### config.mk
export PLATFORM = sky130hd
export DESIGN_NAME = fsm_split
export DESIGN_NICKNAME = d
export VERILOG_FILES = /design/src/rtl/fsm_split.sv
export SDC_FILE = /design/constraint.sdc
export NUM_CORES = 1
export LEC_CHECK = 0
export BUFFER_PORTS_ARGS = -buffer_cell sky130_fd_sc_hd__buf_4
export CAP_MARGIN = 10
export CORE_MARGIN = 5
export CORE_UTILIZATION = 45
export DETAILED_ROUTE_END_ITERATION = 6
export GPL_TIMING_DRIVEN = 1
export PLACE_DENSITY_LB_ADDON = 0.2
export SYNTH_ARGS = -nofsm -noshare
export SYNTH_HDL_FRONTEND = slang
export SYNTH_SLANG_ARGS = --single-unit
### constraint.sdc
create_clock -name clk -period 3.5 [get_ports clk]
set_input_delay 0.175 -clock clk [delete_from_list [all_inputs] [get_ports clk]]
set_output_delay 0.175 -clock clk [all_outputs]
set_load 0.02 [all_outputs]
### src/rtl/fsm_split.sv
`default_nettype none
// ============================================================================
// Module   : fsm_split
// Purpose  : Transmit-side splitter. Pops an ordered stream of field words
//            from an input FIFO, stamps each with a running field index and
//            pushes it to the varint-encoder FIFO or to the raw-data FIFO,
//            chosen by the word's type bit. The downstream merge uses the
//            index to restore the original order.
// Revision : 1.0 - initial release
// ----------------------------------------------------------------------------
// Parameters:
//   DATA_W  width of a field data word
//   IDX_W   width of the field index (matches the downstream index FIFOs)
// Ports:
//   clk               system clock
//   reset             asynchronous, active-low reset
//   enable            low: go idle at the next word boundary
//   in_fifo_empty     input FIFO empty flag
//   in_fifo_pop       input FIFO read strobe (data valid one cycle later)
//   in_fifo_q         input word {last, is_varint, data}
//   varint_fifo_full  varint FIFO full flag
//   varint_fifo_push  varint FIFO write strobe
//   varint_index_d    index written with a varint word
//   varint_data_d     varint data
//   raw_fifo_full     raw FIFO full flag
//   raw_fifo_push     raw FIFO write strobe
//   raw_index_d       index written with a raw word
//   raw_data_d        raw data
//   msg_done          one-cycle pulse after the last word of a message
// Optional (macro FSM_SPLIT_STATS_EN):
//   varint_count      saturating count of varint pushes since reset
//   raw_count         saturating count of raw pushes since reset
// ============================================================================
module fsm_split #(
  parameter int DATA_W = 64,
  parameter int IDX_W  = 10
) (
  input  logic              clk,
  input  logic              reset,
  input  logic              enable,
  input  logic              in_fifo_empty,
  output logic              in_fifo_pop,
  input  logic [DATA_W+1:0] in_fifo_q,
  input  logic              varint_fifo_full,
  output logic              varint_fifo_push,
  output logic [IDX_W-1:0]  varint_index_d,
  output logic [DATA_W-1:0] varint_data_d,
  input  logic              raw_fifo_full,
  output logic              raw_fifo_push,
  output logic [IDX_W-1:0]  raw_index_d,
  output logic [DATA_W-1:0] raw_data_d,
  output logic              msg_done
`ifdef FSM_SPLIT_STATS_EN
  ,
  output logic [15:0]       varint_count,
  output logic [15:0]       raw_count
`endif
);

  localparam logic [2:0] c_IDLE     = 3'd0;
  localparam logic [2:0] c_POP      = 3'd1;
  localparam logic [2:0] c_WAIT     = 3'd2;
  localparam logic [2:0] c_DISPATCH = 3'd3;
  localparam logic [2:0] c_DONE     = 3'd4;

  logic [2:0]       r_state;
  logic [2:0]       w_next_state;
  logic             r_last;
  logic             r_type;
  logic [IDX_W-1:0] r_out_index;
  logic             w_target_full;
  logic             w_push;
  logic             w_can_pop;

  // Only the FIFO the held word is going to can stall the dispatch.
  assign w_target_full = r_type ? varint_fifo_full : raw_fifo_full;
  assign w_push        = (r_state == c_DISPATCH) && !w_target_full;
  assign w_can_pop     = enable && !in_fifo_empty;

  // --------------------------------------------------------------------------
  // State register
  // --------------------------------------------------------------------------
  always_ff @(posedge clk or negedge reset) begin
    if (!reset) begin
      r_state <= c_IDLE;
    end else begin
      r_state <= w_next_state;
    end
  end

  // --------------------------------------------------------------------------
  // Next-state logic
  // --------------------------------------------------------------------------
  always_comb begin
    w_next_state = r_state;
    case (r_state)
      c_IDLE: begin
        if (w_can_pop) begin
          w_next_state = c_POP;
        end
      end
      c_POP: begin
        w_next_state = c_WAIT;
      end
      c_WAIT: begin
        w_next_state = c_DISPATCH;
      end
      c_DISPATCH: begin
        if (!w_target_full) begin
          if (r_last) begin
            w_next_state = c_DONE;
          end else if (w_can_pop) begin
            w_next_state = c_POP;
          end else begin
            w_next_state = c_IDLE;
          end
        end
      end
      c_DONE: begin
        w_next_state = c_IDLE;
      end
      default: begin
        w_next_state = c_IDLE;
      end
    endcase
  end

  // --------------------------------------------------------------------------
  // Output decode
  // --------------------------------------------------------------------------
  always_comb begin
    in_fifo_pop      = (r_state == c_POP);
    varint_fifo_push = w_push && r_type;
    raw_fifo_push    = w_push && !r_type;
    msg_done         = (r_state == c_DONE);
  end

  // --------------------------------------------------------------------------
  // Word capture. The selected path's index/data registers double as the
  // data holding register: they are loaded in WAIT, so they are already
  // stable for the whole of DISPATCH (including any full stall), while the
  // other path keeps its previous contents. The index cannot change between
  // WAIT and DISPATCH, so loading it early gives the pre-increment value.
  // --------------------------------------------------------------------------
  always_ff @(posedge clk or negedge reset) begin
    if (!reset) begin
      r_last         <= 1'b0;
      r_type         <= 1'b0;
      varint_index_d <= '0;
      varint_data_d  <= '0;
      raw_index_d    <= '0;
      raw_data_d     <= '0;
    end else if (r_state == c_WAIT) begin
      r_last <= in_fifo_q[DATA_W+1];
      r_type <= in_fifo_q[DATA_W];
      if (in_fifo_q[DATA_W]) begin
        varint_index_d <= r_out_index;
        varint_data_d  <= in_fifo_q[DATA_W-1:0];
      end else begin
        raw_index_d <= r_out_index;
        raw_data_d  <= in_fifo_q[DATA_W-1:0];
      end
    end
  end

  // --------------------------------------------------------------------------
  // Running field index: wraps naturally at 2^IDX_W, restarts per message.
  // --------------------------------------------------------------------------
  always_ff @(posedge clk or negedge reset) begin
    if (!reset) begin
      r_out_index <= '0;
    end else if (w_push) begin
      r_out_index <= r_out_index + 1'b1;
    end else if (r_state == c_DONE) begin
      r_out_index <= '0;
    end
  end

`ifdef FSM_SPLIT_STATS_EN
  // --------------------------------------------------------------------------
  // Push statistics, saturating, cleared by reset only.
  // --------------------------------------------------------------------------
  always_ff @(posedge clk or negedge reset) begin
    if (!reset) begin
      varint_count <= '0;
      raw_count    <= '0;
    end else begin
      if (varint_fifo_push && (varint_count != 16'hFFFF)) begin
        varint_count <= varint_count + 16'd1;
      end
      if (raw_fifo_push && (raw_count != 16'hFFFF)) begin
        raw_count <= raw_count + 16'd1;
      end
    end
  end
`endif

endmodule
`default_nettype wire

Word level (Yosys, flattened, before mapping)
Index checks and enable logic that the tools add are counted.
{"block": "totals", "register_bits": 163, "inputBits": 72, "elab_cells": 36}
{"block": "classes", "add_sub_neg": 1, "eq_ne": 6, "muxes": 8, "bitwise": 1, "reduce_logical": 12}
{"op": "2-to-1 mux 10 bit", "count": 2}
{"op": "one-hot mux 3 bit (4 select lines)", "count": 1}
{"op": "adder 10 x 1 -> 10 bit (second input constant)", "count": 1}
{"op": "2-to-1 mux 3 bit", "count": 3}
{"op": "equality test 3 x 2 -> 1 bit (second input constant)", "count": 2}
{"op": "AND reduction 2 bit", "count": 3}
{"op": "logical AND 1 bit", "count": 4}
{"op": "inequality test 2 bit (second input constant)", "count": 2}
{"op": "equality test 3 x 1 -> 1 bit (second input constant)", "count": 1}
{"op": "equality test 3 bit (second input constant)", "count": 1}
{"op": "zero test 1 bit", "count": 3}
{"op": "zero test 3 bit", "count": 1}
{"op": "2-to-1 mux 1 bit", "count": 2}
{"op": "nonzero test 2 bit", "count": 1}
{"op": "inverter 1 bit", "count": 1}

Longest topological paths before layout
Gate-level depths: netlist of run 1.
{"block": "logic_depth", "ltp_word": 6, "mapped_depth": 6}

Least setup slack after synthesis of run 1
No wires, ideal clock.
{"block": "synth_timing", "path_kind": "flip-flop to flip-flop", "startpoint": "register r_state[0]", "endpoint": "register raw_data_d[12]", "setup_ps": 125, "arrival_ps": 1389, "t_required_ps": 3375, "setup_slack_ps": 1986, "stages_incl_launch_ff": 7, "path_buffers": 2, "cell_sequence": "dfrtp_1 nor2_1 nand2_1 nor2_4 buf_12 buf_12 mux2_4"}
{"block": "synth_between", "elab_chain_cells": 2}
{"item": "start: declaration", "line_no": "66", "rtl": "logic [2:0] r_state;"}
{"item": "start signal: assignment", "line_no": "85", "rtl": "r_state <= c_IDLE;"}
{"item": "start signal: assignment", "line_no": "87", "rtl": "r_state <= w_next_state;"}
{"item": "equality test 3 x 2 -> 1 bit", "line_no": "153", "rtl": "end else if (r_state == c_WAIT) begin"}
{"item": "AND reduction 2 bit (no source line)"}
{"item": "end signal: assignment", "line_no": "161", "rtl": "raw_data_d <= in_fifo_q[DATA_W-1:0];"}
{"item": "end: declaration", "line_no": "51", "rtl": "output logic [DATA_W-1:0] raw_data_d,"}
Every way passes these cells.
A chain may end at the register's enable or synchronous reset.

Worst setup path after layout of run 1
{"block": "layout_timing", "startpoint": "register r_state[0]", "endpoint": "register varint_data_d[53]"}
{"block": "layout_between", "elab_chain_cells": 2}
{"item": "equality test 3 x 2 -> 1 bit", "line_no": "153"}
{"item": "AND reduction 2 bit (no source line)"}
{"item": "end signal: assignment", "line_no": "158", "rtl": "varint_data_d <= in_fifo_q[DATA_W-1:0];"}
{"item": "end: declaration", "line_no": "47", "rtl": "output logic [DATA_W-1:0] varint_data_d,"}
Every way passes these cells.

==> qor.yml, run 1 <==
max_cap_violations: 0
cts.clk_slew.worst_paths_ns: 0.06
dp_cells: 787
r2r_end: "varint_data_d[53]$_DFFE_PN0P_"
core-area_mm2: 0.0150
crit_arrival_ns: 2.43
grt_max_degree: 94
drc: 0
met3_length_mm: 1.39
overflow: 0
maxSlewHeadroom_pct: 43.2
syn_nets: 462
reg2reg_from: "r_state[0]$_DFFE_PN0P_"
r2r_cells: 4
required_ns: 3.80
cts_tree: "built"
status: "completed"
final_common_cell: "buf_4"
top_layer: "met4"
syn_inst: 389
avgSynthCellArea_um2: 17.5
ant_nets: 0
die_h_um: 133
wirelength_mm: 16.5
grt_pass1_vias: 4788
h-tree-depth: 4
fin_crit_sh_pct: 61.0
hold_end: "raw_data_d[43]$_DFFE_PN0P_"
rsz0062_at_grt: "no"
dp_hpwl_mm: 10.7
crit_type: "reg2reg"
drt_iter0_drc: 190
dieWidth_um: 133
drt-pass1-iter-count: 4
port_buffers: 223
cts_root_buf: "clkbuf_16"
stdcell_count: 883
antenna_found_initial: 0
ff2ff_setup_slack_ns: 1.36
tns_ns: 0
final_cell_mix: "buf_4 (222), dfrtp_1 (163), mux2_4 (110)"
met2_length_mm: 7.88
slew_viol_final: 0
gp_congestion: 0.771
grt_pass1_wl_mm: 26.3
clk_latency_ns: 0.41
power_density_mw_per_mm2: 1050
syn_area_mm2: 0.00682
nets: 755
final-hold-violation-count: 0
critPathLaunchType: "flop"
die-area_mm2: 0.0177
ir_drop_mv: 0.599
setup_viol: 0
fmax_mhz: 468
layout-drive-gt1-share_pct: 59.7
wl_per_cell_um: 18.7
cts_buffers: 17
ys_seq_area_share_pct: 59.8
cts_max_path_buffers: 2
num_rows: 45
start_util_pct: 45.4
cts_resized: 0
p_leak_nw: 4.73
grtUsageTotal_pct: 18.6
post-cts-setup-buffers: 0
final_util_pct: 65.5
numClockSinks: 163
dr_total_vias: 4321
min_from: "in_fifo_q[43]"
hold_depth: 2
via_per_inst: 4.89
min_period_ns: 2.14
min_path_type: "in2reg"
cp-end-kind: "flop"
crit_fanout: 44
worstMarginPinSlew_ns: 0.852
num_io_pins: 224
ys_ff_latch: 163
fin_skew_ns: 0.0117
area_growth_pct: 44.4
met1_length_mm: 7.03
yosysWarnings: 0
synthDistinctLibCells: 38
[per-stage QoR]
step	worst slack [ns]	total power [mW]	hold WS [ns]	instance area [um2]
2_1_floorplan	1.99	6.46	-0.121	6820
3_3_place_gp	1.37	8.24	0.287	8580
3_5_place_dp	1.34	8.31	0.310	8580
4_1_cts	1.33	10.4	0.000243	9840
5_1_grt	1.27	10.8	0.000338	9850
6_report	1.36	10.3	0.0217	9850
[routing by layer]
metal	vias up	track usage (%)
met5	-	0
met4	0	6.11
met3	15	7.25
met2	168	29.6
met1	2170	23.6
li1	1968	-
[cell type report]
cell class	count	area [um2]
clock buffer	19	443
fill	1055	5180
inverter	4	15.0
timing repair buffer	291	2400
tap	188	235
sequential	163	4080
clock inverter	12	181
multi-input combinational	205	2490
antenna	1	2.50
[cells in the mapped netlist]
| cell | n | area [um2] |
|---|---|---|
| o311ai_1 | 1 | 8.76 |
| nor3_1 | 1 | 5.00 |
| o41ai_1 | 1 | 8.76 |
| nand3b_2 | 1 | 11.3 |
| o21bai_1 | 1 | 7.51 |
| nor2_4 | 1 | 11.3 |
| buf_2 | 3 | 15.0 |
| buf_12 | 7 | 140 |
| and4_1 | 1 | 8.76 |
| dfrtp_1 | 163 | 4080 |
| or3b_1 | 1 | 8.76 |
| a31oi_1 | 2 | 12.5 |
| nor4_2 | 1 | 12.5 |
| and2_1 | 2 | 12.5 |
| nor3_2 | 1 | 10.0 |
| ha_1 | 1 | 12.5 |
| nand2b_4 | 1 | 13.8 |
| nor2b_1 | 1 | 6.26 |
| a22o_1 | 1 | 8.76 |
| nor3b_1 | 3 | 22.5 |
| mux2i_1 | 7 | 70.1 |
| and3_4 | 1 | 11.3 |
| nor2_1 | 3 | 11.3 |
| o21ai_1 | 2 | 10.0 |
| nand3_1 | 2 | 10.0 |
| o21ai_0 | 2 | 10.0 |
| a21oi_1 | 1 | 5.00 |
| inv_1 | 4 | 15.0 |
| mux2_2 | 40 | 450 |
| buf_4 | 1 | 7.51 |
| and3_1 | 2 | 12.5 |
| a21boi_1 | 1 | 7.51 |
| a21o_1 | 2 | 15.0 |
| o21ai_2 | 1 | 8.76 |
| nand4_1 | 1 | 6.26 |
| buf_6 | 6 | 67.6 |
| nand2_1 | 9 | 33.8 |
| mux2_4 | 110 | 1650 |
[registers in the layout, summed over array words and instances, names as in the netlist]
register,count
raw_index_d,10
varint_index_d,10
raw_data_d,64
r_last,1
r_out_index,10
r_type,1
r_state,3
varint_data_d,64
[cells by family after synthesis]
| group | Yosys count | synth area share [%] |
|---|---|---|
| compound gates | 15 | 1.50 |
| fa+ha+maj | 1 | 0.183 |
| buf+inv | 21 | 3.60 |
| flops | 163 | 59.8 |
| mux | 157 | 31.9 |
| simple gates | 32 | 3.05 |
[report_power, final]
group / total [mW] / leakage (nW) / switching, mW / internal [mW]
Clock: 1.96 / 0.292 / 0.743 / 1.21
Combinational: 4.88 / 2.50 / 2.27 / 2.61
Sequential: 3.47 / 1.94 / 0.642 / 2.83
[repair_timing]
| action | in CTS | in global routing |
|---|---|---|
| endpoints found under the hold margin | 206 | 1 |
| hold buffers | 63 | 1 |
| endpoints found under the setup margin | 0 | 0 |
[worst max-delay path by stage]
stage / start / endpoint
after floorplan: r_state[0]$_DFFE_PN0P_ / raw_data_d[12]$_DFFE_PN0P_
after global placement: r_state[0]$_DFFE_PN0P_ / varint_index_d[0]$_DFFE_PN0P_
after detailed placement: r_state[0]$_DFFE_PN0P_ / varint_index_d[1]$_DFFE_PN0P_
after CTS: r_state[0]$_DFFE_PN0P_ / varint_data_d[53]$_DFFE_PN0P_
after global routing: r_state[0]$_DFFE_PN0P_ / raw_data_d[4]$_DFFE_PN0P_
final: r_state[0]$_DFFE_PN0P_ / varint_data_d[53]$_DFFE_PN0P_
[critical path, stage by stage (launching register included)]
cell and delay [ns]:
dfrtp_1 0.45, nor2_1 0.15, and3_4 0.63, buf_12 0.37, mux2_2 0.38
Note: power is estimated with default switching activity, not from simulation.
==> run 2, diff against run 1 <==
--- a/config.mk
+++ b/config.mk
@@ -5,6 +5,7 @@
 export SDC_FILE = /design/constraint.sdc
 export NUM_CORES = 1
 export LEC_CHECK = 0
+export ABC_AREA = 1
 export BUFFER_PORTS_ARGS = -buffer_cell sky130_fd_sc_hd__buf_4
 export CAP_MARGIN = 10
 export CORE_MARGIN = 5
==> constraint.sdc (replaced) <==
create_clock -name clk -period 2 [get_ports clk]
set_input_delay 0.1 -clock clk [delete_from_list [all_inputs] [get_ports clk]]
set_output_delay 0.1 -clock clk [all_outputs]
set_load 0.02 [all_outputs]
==> run 2 against run 1 <==
  * Worst hold slack improved by 0.17 ns
  * Cell count is 29% higher
  * Maximum frequency is 22% higher
  * Largest cell class unchanged
==> qor.yml, run 2 <==
status: "completed"
grt_pass1_vias: 5837
num_rows: 44
cts_resized: 0
post-cts-setup-buffers: 0
syn_inst: 661
max_cap_violations: 0
numClockSinks: 163
maxSlewHeadroom_pct: 64.0
die_h_um: 131
slew_viol_final: 0
dp_hpwl_mm: 12.3
p_sw_share_pct: 39.6
crit_chain: "inv_1 -> nand3_2 -> inv_2 -> nand2_4 -> buf_4 -> o21ai_0"
h-tree-depth: 4
p_int_mw: 9.95
dieWidth_um: 131
drt-pass1-iter-count: 5
avgSynthCellArea_um2: 10.0
drt_iter0_drc: 269
drc: 0
die-area_mm2: 0.0172
synth_top_area_share_pct: 61.7
crit_type: "reg2reg"
p_total_mw: 16.5
antenna_found_initial: 0
cts.clk_slew.worst_paths_ns: 0.06
via_per_inst: 4.79
dr_total_vias: 5478
layout-drive-gt1-share_pct: 34.8
fin_skew_ns: 0.00760
power_frac_clock_pct: 21.3
yosysMostFrequentCell: "dfrtp_1"
cts_max_path_buffers: 2
fin_crit_sh_pct: 87.7
final_cell_mix: "buf_4 (225), dfrtp_1 (163), nand2_1 (104)"
final-hold-violation-count: 0
critPathLaunchType: "flop"
async_flop_share_pct: 100
gp_congestion: 0.815
cp-end-kind: "flop"
syn_nets: 734
grt_max_degree: 77
layout_setup_ws_ns: 0.246
clk_latency_ns: 0.42
critPathBufInv: 3
crit_fanout: 53
crit_arrival_ns: 2.07
yosys-top-cells-area: "dfrtp_1 (62%), nand2_1 (5.9%), o21ai_2 (5.2%), inv_1 (5.0%), nor2_1 (5.0%)"
p_leak_nw: 4.88
cts_root_buf: "clkbuf_16"
p_seq_share_pct: 34.7
rsz0062_at_grt: "no"
synthDistinctLibCells: 22
reg.largest.list: "raw_data_d (64), varint_data_d (64)"
setup_viol: 0
grtUsageTotal_pct: 20.7
pre_cts_ws_ns: 0.274
ys_ff_latch: 163
path_delay_family: "buffers and inverters"
cp_slowest_stage_delay_ns: 0.38
worstMarginPinSlew_ns: 0.541
synth_ff_type: "dfrtp_1"
diodes: 0
cts_buffers: 17
nets: 1019
min_period_ns: 1.75
overflow: 0
port_buffers: 223
synth_common_cells: "dfrtp_1 (163), nand2_1 (104), inv_1 (88), nor2_1 (88), a21oi_1 (48)"
combPwrFrac_pct: 44.0
required_ns: 2.32
min_path_type: "in2async"
ant_nets: 0
final_common_cell: "buf_4"
power_density_mw_per_mm2: 1700
ys_seq_area_share_pct: 61.7
cpMaxStageDelayCell: "dfrtp_1"
tns_ns: 0
area_growth_pct: 46.6
synth_area_leader_cell: "dfrtp_1"
switching_power_mw: 6.52
num_io_pins: 224
ir_drop_mv: 0.792
fmax_mhz: 570
yosysWarnings: 0
wl_per_cell_um: 15.5
wirelength_mm: 17.8
core-area_mm2: 0.0145
holdWs_ns: 0.193
cts_tree: "built"
grt_pass1_wl_mm: 29.6
start_util_pct: 45.7
syn_area_mm2: 0.00661
synth_edf_count: 0
[run 2: changes by cell type after synthesis, moves of 26 or more]
cell and change:
nor2_1 +85, nand2_1 +95, o21ai_0 +40, a21oi_1 +47
mux2_4 -110, a21oi_2 +26, inv_1 +84, o21ai_2 +38
mux2_2 -40
[run 2: logic make-up after synthesis]
| logic type | after synthesis | share of synthesized area, % |
|---|---|---|
| fa+ha+maj | 1 | 0.189 |
| compound gates | 161 | 15.9 |
| simple gates | 214 | 12.9 |
| buf+inv | 122 | 9.33 |
| flops | 163 | 61.7 |
[run 2: final timing paths]
check                                              start                            end  slack, ns  depth (start not counted)
max                               r_state[2]$_DFFE_PN0P_  varint_data_d[49]$_DFFE_PN0P_       0.25                          6
max in group asynchronous                          reset  varint_data_d[20]$_DFFE_PN0P_       1.12                          3
min reg2reg                varint_data_d[43]$_DFFE_PN0P_  varint_data_d[43]$_DFFE_PN0P_       0.49                          2
min                                                reset     raw_data_d[22]$_DFFE_PN0P_       0.19                          2
min in group clk                                  enable         r_state[0]$_DFFE_PN0P_       0.19                          5
max reg2reg                       r_state[2]$_DFFE_PN0P_  varint_data_d[49]$_DFFE_PN0P_       0.25                          6
[run 2: layout make-up]
class,count,area (um2)
Tap cell,184,230
Multi-Input combinational cell,376,1920
Clock buffer,21,470
Sequential cell,163,4080
Timing Repair Buffer,298,2480
Clock inverter,11,175
Inverter,90,338
Fill cell,1134,4790
[run 2: layer usage]
layer	GRT usage (%)	part of all wire, %
met5	0	0
met1	24.7	40
met3	5.85	6.0
met2	35.5	51
met4	8.08	2.8
[run 2: what timing repair did]
action,4_1_cts,5_1_grt
hold buffers,66,0
hold endpoints to repair,171,0
setup endpoints to repair,0,0
[run 2: power groups by stage]
stage | clock network (mW) | registers [mW] | logic, mW
2_1_floorplan | 0 | 7.25 | 2.61
6_report | 3.50 | 5.72 | 7.25
4_1_cts | 3.57 | 5.72 | 7.32
5_1_grt | 3.72 | 5.89 | 7.83
3_3_place_gp | 0 | 5.67 | 6.99
3_5_place_dp | 0 | 5.75 | 7.19
[run 2: worst reg2reg max path: cells and delay by family, from the launching register on]
family / cells / cell delay, ns
buffers and inverters: 3 / 0.62
and+or+nand+nor: 2 / 0.43
DFF: 1 / 0.38
AOI/OAI and AO/OA: 1 / 0.23
[run 2: stage by stage]
step                      cells  util (%)  instance area [um2]
after floorplan             661         -                 6610
after global placement     1045      57.9                 8380
after detailed placement   1045      57.9                 8380
after CTS                  1143      66.9                 9690
after global routing       1143      66.9                 9690
final                      1143      66.9                 9690
==> run 3, diff against run 2 <==
==> constraint.sdc (replaced) <==
create_clock -name clk -period 2 [get_ports clk]
set_input_delay 0.6 -clock clk [delete_from_list [all_inputs] [get_ports clk]]
set_output_delay 0.6 -clock clk [all_outputs]
set_load 0.02 [all_outputs]
==> run 3 against run 2 <==
  * Worst setup slack worse by 0.22 ns
  * Core utilization shrank 4.4 points
  * Power decreased by 2.0%
  * Largest cell class unchanged
  * Count of clock-buffer cells in the layout increased by 2
  * Combinational power shrank 1%
  * Routed wire length is 8.1% lower
  * Final area is 6.6% lower
  * Flip-flop and latch count stayed put
==> qor.yml, run 3 (synthesis results as in run 2) <==
wirelength_mm: 16.3
layout_setup_ws_ns: 0.0289
crit_chain: "nand2_2 -> nor2_4 -> inv_2 -> nor2_1 -> buf_4"
drt-pass1-iter-count: 4
cts_buffers: 17
use_met3_pct: 7.57
crit_fanout: 5
grt-busiest-layer: "met2"
overflow: 0
reg2reg_from: "r_state[1]$_DFFE_PN0P_"
cp-end-kind: "output port"
final_common_cell: "buf_4"
use_met1_pct: 23.7
dr_total_vias: 5194
ant_nets: 0
layout-drive-gt1-share_pct: 38.2
nFillCells: 1230
h-tree-depth: 4
drt_iter0_drc: 305
critPathLaunchType: "flop"
rsz0062_at_grt: "yes"
antenna_found_initial: 0
dieWidth_um: 131
min_period_ns: 1.97
fin_skew_ns: 0.0131
cts_hold_buffers: 0
cp_slowest_stage_delay_ns: 0.44
grt_pass1_vias: 5372
final_util_pct: 62.5
holdWs_ns: 0.0739
reg.largest.list: "raw_data_d (64), varint_data_d (64)"
nets: 956
via_per_inst: 4.81
fmax_mhz: 507
finalInstanceArea_mm2: 0.00905
fin_crit_sh_pct: 98.6
slew_viol_final: 0
area_growth_pct: 36.8
die_h_um: 131
drc: 0
maxSlewHeadroom_pct: 73.9
stdcell_count: 1080
pre_cts_ws_ns: 0.279
grt_pass1_wl_mm: 27.0
ff2ff_setup_slack_ns: 0.37
numClockSinks: 163
port_buffers: 223
tns_ns: 0
final-hold-violation-count: 0
wl_per_cell_um: 15.1
cts.clk_slew.worst_paths_ns: 0.06
cts_max_path_buffers: 2
clk_latency_ns: 0.42
core-area_mm2: 0.0145
power_density_mw_per_mm2: 1780
grt_max_degree: 67
grtUsageMet2_pct: 30.2
required_ns: 1.40
status: "completed"
worstMarginPinSlew_ns: 0.391
die-area_mm2: 0.0172
setup_viol: 0
cts_root_buf: "clkbuf_16"
critPathBufInv: 2
ir_drop_mv: 0.861
path_delay_family: "flip-flops"
num_rows: 44
p_total_mw: 16.1
p_leak_nw: 4.60
final_cell_mix: "buf_4 (227), dfrtp_1 (161), nand2_1 (103)"
cts_tree: "built"
diodes: 0
start_util_pct: 45.7
crit_arrival_ns: 1.37
grtUsageTotal_pct: 19.0
num_io_pins: 224
gp_congestion: 0.799
dp_hpwl_mm: 12.1
min_path_type: "in2async"
cp-startpoint: "r_state[0]$_DFFE_PN0P_"
placed_cell_area_mm2: 0.00841
crit_type: "reg2out"
max_cap_violations: 0
cpMaxStageDelayCell: "dfrtp_2"
dp_cells: 1047
[run 3: cell count changes in the layout (fill, tap and decap cells not counted), sizes merged]
cell | previous run | this run
buf | 232 | 235
inv | 91 | 90
clkbuf | 21 | 23
bufinv | 4 | 3
clkinvlp | 2 | 3
clkinv | 4 | 3
dlygate4sd3 | 66 | 0
[run 3: repair_timing]
action,CTS,global route
pin swaps,0,1
buffers inserted,0,1
gates resized for setup,5,4
setup endpoints to repair,3,4
[run 3: area by class of cell]
type / instances / area [um2] / area share (%)
timing repair buffer: 235 / 1860 / 20.5
sequential: 163 / 4080 / 45.1
clock buffer: 23 / 478 / 5.28
tap: 184 / 230 / 2.54
inverter: 90 / 338 / 3.73
multi-input combinational: 376 / 1940 / 21.4
clock inverter: 9 / 128 / 1.41
[run 3: final timing paths]
kind | depth (start not counted) | to
max in group asynchronous | 2 | varint_data_d[9]$_DFFE_PN0P_
min | 1 | varint_data_d[28]$_DFFE_PN0P_
max reg2reg | 6 | varint_data_d[54]$_DFFE_PN0P_
min in group clk | 3 | r_last$_DFFE_PN0P_
max | 5 | varint_fifo_push
min reg2reg | 2 | varint_data_d[17]$_DFFE_PN0P_
[run 3: report_power, final]
part / switching [mW] / internal [mW]
combinational: 4.24 / 2.92
sequential: 0.903 / 4.78
clock: 1.25 / 2.06
total: 6.39 / 9.76
[run 3: worst reg2reg max path, delay by kind of cell, from the launching register on]
kind | cells | cell delay (ns)
buffers and inverters | 3 | 0.54
flip-flops | 1 | 0.45
AND/OR/NAND/NOR | 2 | 0.36
AO/OA/AOI/OAI | 1 | 0.15
[run 3: per-layer routing]
metal  share of wire (%)  wire (um)
met5                   0          0
met4                 1.9        309
met3                 7.5       1220
met2                  49       7980
met1                  42       6820
